`src/rtl/m_vector_sequencer_if.sv`:
```
// rtl/m_vector_sequencer_if.sv - handshake and bus bundle for the m-vector sequencer
//
// Groups the pass control, the manager element channel, the weight bank write
// port and the result valid/ready channel.
//   slave  : the sequencer side (drives busy/done/request/result/protocol_error)
//   master : the surrounding logic (drives start/elements/weights/result_ready)
interface m_vector_sequencer_if;
  logic        start;
  logic        busy;
  logic        done;
  logic        m_element_requested;
  logic        m_element_ready;
  logic [15:0] m_element;
  logic        weight_we;
  logic [2:0]  weight_addr;
  logic [15:0] weight_data;
  logic        result_valid;
  logic        result_ready;
  logic [31:0] result;
  logic [5:0]  result_index;
  logic        protocol_error;

  modport slave (
    input  start, m_element_ready, m_element, weight_we, weight_addr, weight_data,
           result_ready,
    output busy, done, m_element_requested, result_valid, result, result_index,
           protocol_error
  );

  modport master (
    output start, m_element_ready, m_element, weight_we, weight_addr, weight_data,
           result_ready,
    input  busy, done, m_element_requested, result_valid, result, result_index,
           protocol_error
  );
endinterface

```
`src/rtl/m_vector_sequencer.sv`:
```
// rtl/m_vector_sequencer.sv - per-group signed dot product sequencer for one filter pass
//
// For each of GROUPS groups: request a group from the m-vector manager, multiply
// the ELEMENTS returned elements with the weight bank, and present the 32-bit
// wrapped sum on a valid/ready channel tagged with its group number.
// Ports:
//   clock_i : rising-edge clock
//   clear_i : synchronous active-high reset (also zeroes the weight bank)
//   seq_if  : m_vector_sequencer_if.slave bundle (control, elements, weights, results)
module m_vector_sequencer #(
  parameter int GROUPS   = 64,
  parameter int ELEMENTS = 8
) (
  input  logic                  clock_i,
  input  logic                  clear_i,
  m_vector_sequencer_if.slave   seq_if
);

  localparam logic [2:0] S_IDLE    = 3'd0;
  localparam logic [2:0] S_REQ     = 3'd1;
  localparam logic [2:0] S_COLLECT = 3'd2;
  localparam logic [2:0] S_EMIT    = 3'd3;
  localparam logic [2:0] S_FINISH  = 3'd4;

  localparam logic [2:0] LAST_ELEM  = 3'(ELEMENTS - 1);
  localparam logic [5:0] LAST_GROUP = 6'(GROUPS - 1);

  logic [2:0]  state_q, state_d;
  logic [31:0] acc_q, acc_d;
  logic [2:0]  elem_cnt_q, elem_cnt_d;
  logic [5:0]  group_q, group_d;
  logic [31:0] result_q, result_d;
  logic [5:0]  result_index_q, result_index_d;
  logic        perr_q, perr_d;
  logic signed [15:0] weight_q [8];

  logic signed [31:0] product;
  logic [31:0]        acc_sum;

  // Both operands signed, so they are sign-extended to 32 bits before the multiply.
  assign product = $signed(seq_if.m_element) * weight_q[elem_cnt_q];
  assign acc_sum = acc_q + product;

  always_comb begin
    state_d        = state_q;
    acc_d          = acc_q;
    elem_cnt_d     = elem_cnt_q;
    group_d        = group_q;
    result_d       = result_q;
    result_index_d = result_index_q;
    perr_d         = perr_q;

    case (state_q)
      S_IDLE: begin
        if (seq_if.start) begin
          state_d    = S_REQ;
          acc_d      = '0;
          group_d    = '0;
          elem_cnt_d = '0;
          perr_d     = 1'b0;
        end
      end
      S_REQ: begin
        state_d = S_COLLECT;
      end
      S_COLLECT: begin
        if (seq_if.m_element_ready) begin
          acc_d      = acc_sum;
          elem_cnt_d = elem_cnt_q + 3'd1;
          if (elem_cnt_q == LAST_ELEM) begin
            result_d       = acc_sum;
            result_index_d = group_q;
            state_d        = S_EMIT;
          end
        end
      end
      S_EMIT: begin
        if (seq_if.result_ready) begin
          acc_d      = '0;
          elem_cnt_d = '0;
          if (group_q == LAST_GROUP) begin
            state_d = S_FINISH;
          end else begin
            group_d = group_q + 6'd1;
            state_d = S_REQ;
          end
        end
      end
      S_FINISH: begin
        state_d = S_IDLE;
      end
      default: begin
        state_d = S_IDLE;
      end
    endcase

    // An element arriving outside COLLECT is dropped and flagged; this wins
    // over the clear-on-start above when both happen on the same edge.
    if (seq_if.m_element_ready && (state_q != S_COLLECT)) begin
      perr_d = 1'b1;
    end
  end

  always_ff @(posedge clock_i) begin
    if (clear_i) begin
      state_q        <= S_IDLE;
      acc_q          <= '0;
      elem_cnt_q     <= '0;
      group_q        <= '0;
      result_q       <= '0;
      result_index_q <= '0;
      perr_q         <= 1'b0;
    end else begin
      state_q        <= state_d;
      acc_q          <= acc_d;
      elem_cnt_q     <= elem_cnt_d;
      group_q        <= group_d;
      result_q       <= result_d;
      result_index_q <= result_index_d;
      perr_q         <= perr_d;
    end
  end

  // Weights are only writable between passes so a pass sees one consistent bank.
  always_ff @(posedge clock_i) begin
    if (clear_i) begin
      for (int i = 0; i < 8; i++) begin
        weight_q[i] <= '0;
      end
    end else if (seq_if.weight_we && (state_q == S_IDLE)) begin
      weight_q[seq_if.weight_addr] <= seq_if.weight_data;
    end
  end

  assign seq_if.busy                = (state_q != S_IDLE);
  assign seq_if.done                = (state_q == S_FINISH);
  assign seq_if.m_element_requested = (state_q == S_REQ);
  assign seq_if.result_valid        = (state_q == S_EMIT);
  assign seq_if.result              = result_q;
  assign seq_if.result_index        = result_index_q;
  assign seq_if.protocol_error      = perr_q;

endmodule

```
`src/flat_wrapper.sv`:
```
// flat-port wrapper written by rule: the top's interface ports become plain ports
module m_vector_sequencer_flat 
#(
  parameter int GROUPS   = 64,
  parameter int ELEMENTS = 8
)
  (clock_i, clear_i, seq_if_start, seq_if_m_element_ready, seq_if_m_element, seq_if_weight_we, seq_if_weight_addr, seq_if_weight_data, seq_if_result_ready, seq_if_busy, seq_if_done, seq_if_m_element_requested, seq_if_result_valid, seq_if_result, seq_if_result_index, seq_if_protocol_error);
  m_vector_sequencer_if seq_if_i ();
  input  logic clock_i;
  input  logic clear_i;
  input wire logic [$bits(seq_if_i.start)-1:0] seq_if_start;
  input wire logic [$bits(seq_if_i.m_element_ready)-1:0] seq_if_m_element_ready;
  input wire logic [$bits(seq_if_i.m_element)-1:0] seq_if_m_element;
  input wire logic [$bits(seq_if_i.weight_we)-1:0] seq_if_weight_we;
  input wire logic [$bits(seq_if_i.weight_addr)-1:0] seq_if_weight_addr;
  input wire logic [$bits(seq_if_i.weight_data)-1:0] seq_if_weight_data;
  input wire logic [$bits(seq_if_i.result_ready)-1:0] seq_if_result_ready;
  output wire logic [$bits(seq_if_i.busy)-1:0] seq_if_busy;
  output wire logic [$bits(seq_if_i.done)-1:0] seq_if_done;
  output wire logic [$bits(seq_if_i.m_element_requested)-1:0] seq_if_m_element_requested;
  output wire logic [$bits(seq_if_i.result_valid)-1:0] seq_if_result_valid;
  output wire logic [$bits(seq_if_i.result)-1:0] seq_if_result;
  output wire logic [$bits(seq_if_i.result_index)-1:0] seq_if_result_index;
  output wire logic [$bits(seq_if_i.protocol_error)-1:0] seq_if_protocol_error;
  assign seq_if_i.start = seq_if_start;
  assign seq_if_i.m_element_ready = seq_if_m_element_ready;
  assign seq_if_i.m_element = seq_if_m_element;
  assign seq_if_i.weight_we = seq_if_weight_we;
  assign seq_if_i.weight_addr = seq_if_weight_addr;
  assign seq_if_i.weight_data = seq_if_weight_data;
  assign seq_if_i.result_ready = seq_if_result_ready;
  assign seq_if_busy = seq_if_i.busy;
  assign seq_if_done = seq_if_i.done;
  assign seq_if_m_element_requested = seq_if_i.m_element_requested;
  assign seq_if_result_valid = seq_if_i.result_valid;
  assign seq_if_result = seq_if_i.result;
  assign seq_if_result_index = seq_if_i.result_index;
  assign seq_if_protocol_error = seq_if_i.protocol_error;
  m_vector_sequencer #(.GROUPS(GROUPS), .ELEMENTS(ELEMENTS)) u_core (.clock_i(clock_i), .clear_i(clear_i), .seq_if(seq_if_i));
endmodule
```
`config.mk`:
```
export PLATFORM = sky130hd
export DESIGN_NAME = m_vector_sequencer_flat
export DESIGN_NICKNAME = d
export VERILOG_FILES = /design/src/rtl/m_vector_sequencer_if.sv /design/src/rtl/m_vector_sequencer.sv /design/src/flat_wrapper.sv
export SDC_FILE = /design/constraint.sdc
export NUM_CORES = 1
export LEC_CHECK = 0
export CELL_PAD_IN_SITES_DETAIL_PLACEMENT = 1
export CELL_PAD_IN_SITES_GLOBAL_PLACEMENT = 2
export CORE_MARGIN = 1
export CORE_UTILIZATION = 39
export CTS_BUF_LIST = sky130_fd_sc_hd__clkbuf_8
export CTS_CLUSTER_SIZE = 10
export DETAILED_ROUTE_END_ITERATION = 12
export PLACE_DENSITY_LB_ADDON = 0.1
export SYNTH_ARGS = -nofsm -noshare
export SYNTH_HDL_FRONTEND = slang
export SYNTH_SLANG_ARGS = --single-unit
export TNS_END_PERCENT = 100
```
`constraint.sdc`:
```
create_clock -name clock_i -period 6.95 [get_ports clock_i]
set_input_delay 1.39 -clock clock_i [delete_from_list [all_inputs] [get_ports clock_i]]
set_output_delay 1.39 -clock clock_i [all_outputs]
set_load 0.02 [all_outputs]
```
==> impl_metrics.csv <==
group,metric,value,unit
status,status,"complete, no violations",
drt,first_iter_violations,546,
placement,place_area,22700,um^2
job,max_cap_viol_count,0,
clock_network,clkSinkCount,214,
sta,hold_ws,0.459,ns
drt,via_per_inst,4.87,
layout,final_util,0.486,
min_path,hold_path_class,"register to register",
clock_network,cts_root_buf,"clkbuf_8",
clock_network,ctsLongestPathBuffers,3,
logic_synthesis,synthesis.area,19800,um^2
worst_setup_path,path_buf_inv,6,
clock_network,htreeDepth,2,
placement,hpwl,44300,um
sta,period_share,0.989,
logic_synthesis,yosys_warnings,0,
layout,diodes,0,
worst_setup_path,crit_chain,"buf_12, mux4_2, mux2i_4, buf_12, buf_12, nand2b_4, fa_1, fa_1, inv_2, fa_1, inv_2, fa_1, fa_1, fa_1, inv_2, ha_4, o211ai_1, o21ai_1, a221oi_1, o21ai_1, a21o_4, a31o_4, xnor2_2, a22o_1",
layout,syn2layout_area_growth,22.8,%
drt,wirelength,58800,um
sta,fmax,146,MHz
drt,drtAntennaViolNets,0,
drt,drc,0,
sta,fin_crit,6.87,ns
clock_network,cts_tree,"built",
logic_synthesis,synth.most_common_cell,"inv_1",
layout,nets,2564,
logic_synthesis,synthesis.nets,2307,
global_routing,grt_pass1_vias,15600,
floorplan,die-area,51800,um^2
worst_setup_path,crit_path_top_delay_cell,"fa_1",
floorplan,pin_count,84,
floorplan,core,50200,um^2
worst_setup_path,cp_common_cell,"fa_1",
floorplan,die_h,228,um
logic_synthesis,synth_top_area_cell,"fa_1",
logic_synthesis,ys_types,65,
logic_synthesis,synthTopCellsByCount,"330 x inv_1, 292 x fa_1, 179 x and2_1",
drt,wl_per_cell,20.8,um
logic_synthesis,syn_inst,1873,
worst_setup_path,cp_max_fo,8,
sta,fin_setup_tns,0,ns
worst_setup_path,startpoint_type,"register",
logic_synthesis,yosys-top-cells-area,"fa_1 29%, edfxtp_1 19%, dfxtp_1 8.7%",
worst_setup_path,slowest_delay,0.56,ns
sta,skew,0.0363,ns
floorplan,start_util,0.395,
logic_synthesis,postSynthAreaPerCell,10.6,um^2
min_path,worstHoldStart,"u_core.seq_if.result_index[1]$_SDFFE_PP0P_",
placement,port_buffers,83,
floorplan,fp.dieW,228,um
logic_synthesis,synth_flop_cell,"edfxtp_1",
worst_setup_path,crit_arrival,7.31,ns
sta,rsz0062_at_grt,"yes",
global_routing,antenna_found_initial,0,
sta,finalSetupViolCount,0,
global_routing,grt_pass1_wl,90700,um
logic_synthesis,ys_seq_area_frac,0.281,
logic_synthesis,synth-edff-count,128,
floorplan,rows,82,
logic_synthesis,ys_ff_latch,214,
worst_setup_path,worstPathRequired,7.39,ns
drt,drtPass1Iterations,5,
worst_setup_path,r2r_slack,0.08,ns
logic_synthesis,synth_top_area_frac,0.295,
layout,drive_gt1_frac,0.197,
global_routing,gr-usage-all-layers,0.233,
clock_network,cts_made_buffers,37,
global_routing,grt_start_max_net_pins,63,
clock_network,cts_hold_buf,0,
placement,place.gp.congestion,0.800,
worst_setup_path,crit_path_end_kind,"register",
sta,hold_viol,0,
sta,max_slew.worst_pin.slew,1.11,ns
layout,final_area,24400,um^2
sta,final-max-slew-violation-count,0,
sta,slew_headroom,0.257,
clock_network,clk-insertion-delay-late,0.58,ns
logic_synthesis,synthArstFlopShare,0,
global_routing,overflow,0,
worst_setup_path,path_delay_family,"adder cells",
worst_setup_path,path_class,"register to register",
clock_network,path_clk_slew,0.06,ns
drt,via_count,13800,
[cell families (layout without fill, tap and decap cells)]
family / after synthesis / in the layout / share of synthesized area
AOI/OAI and AO/OA: 161 / 161 / 0.0549
xor gates and xnor gates: 45 / 45 / 0.0202
adders and majority gates: 393 / 393 / 0.358
buffers and inverters: 411 / 690 / 0.0795
DFF: 214 / 214 / 0.281
muxes: 54 / 58 / 0.0487
and+or+nand+nor: 595 / 595 / 0.158
[cells in the final DEF (no fill, tap or decap), types with 18 or more instances in the layout]
cell type / n
a21oi_1: 47
a22oi_1: 18
and2_1: 174
buf_4: 180
clkbuf_8: 42
clkdlybuf4s50_1: 79
dfxtp_1: 85
edfxtp_1: 128
fa_1: 287
ha_1: 90
inv_1: 330
mux4_2: 32
nand2_1: 167
nand2b_1: 33
nor2_1: 72
nor2b_1: 68
xnor2_1: 22
xor2_1: 18
[worst register-to-register path: stages, from the launching register on]
cell,delay [ns]
dfxtp_4,0.42
buf_12,0.17
mux4_2,0.54
mux2i_4,0.24
buf_12,0.15
buf_12,0.12
nand2b_4,0.12
fa_1,0.39
fa_1,0.51
inv_2,0.05
fa_1,0.51
inv_2,0.04
fa_1,0.49
fa_1,0.51
fa_1,0.56
inv_2,0.05
ha_4,0.21
o211ai_1,0.29
o21ai_1,0.16
a221oi_1,0.26
o21ai_1,0.12
a21o_4,0.26
a31o_4,0.26
xnor2_2,0.14
a22o_1,0.19
[per-layer routing]
metal / share of wire / GRT usage
met1: 0.48 / 0.333
met2: 0.47 / 0.386
met3: 0.033 / 0.0276
met4: 0.014 / 0.0398
met5: 0 / 0
[registers in the layout, indices dropped and copies added, names as in the netlist, named ones only]
name / cells
u_core.acc_q: 32
u_core.elem_cnt_q: 3
u_core.group_q: 6
u_core.seq_if.protocol_error: 1
u_core.seq_if.result: 32
u_core.seq_if.result_index: 6
u_core.state_q: 3
u_core.weight_q: 128
[stage by stage]
stage / std cells / worst slack [ns]
after detailed placement: 2732 / -0.637
after CTS: 2806 / -0.0263
after global placement: 2732 / -0.535
after global routing: 2828 / -0.113
final: 2828 / 0.0779
after floorplan: 1873 / 0.0477
[area by class of cell]
class | count | area, um^2
clock buffers | 42 | 578
clock inverters | 23 | 154
fillers | 5447 | 25800
inverters | 331 | 1240
multi-input cells | 1252 | 13300
flip-flops and latches | 214 | 5570
well taps | 672 | 841
repair buffers | 294 | 2700
[path summary, 6_finish.rpt]
kind,endpoint,cells after the start
max,u_core.acc_q[23]$_SDFFE_PP0P_,24
min reg2reg,u_core.seq_if.result_index[1]$_SDFFE_PP0P_,2
min,u_core.seq_if.result_index[1]$_SDFFE_PP0P_,2
max reg2reg,u_core.acc_q[23]$_SDFFE_PP0P_,24
[timing repair]
action | in CTS | in global routing
resized for setup | 27 | 119
pin swaps | 13 | 52
setup buffers | 7 | 18
gates cloned | 2 | 5
endpoints found under the setup margin | 18 | 30
Power is left out: the tool's default activity adds up to more than one toggle a clock period on the data nets, which glitch-free logic cannot reach.
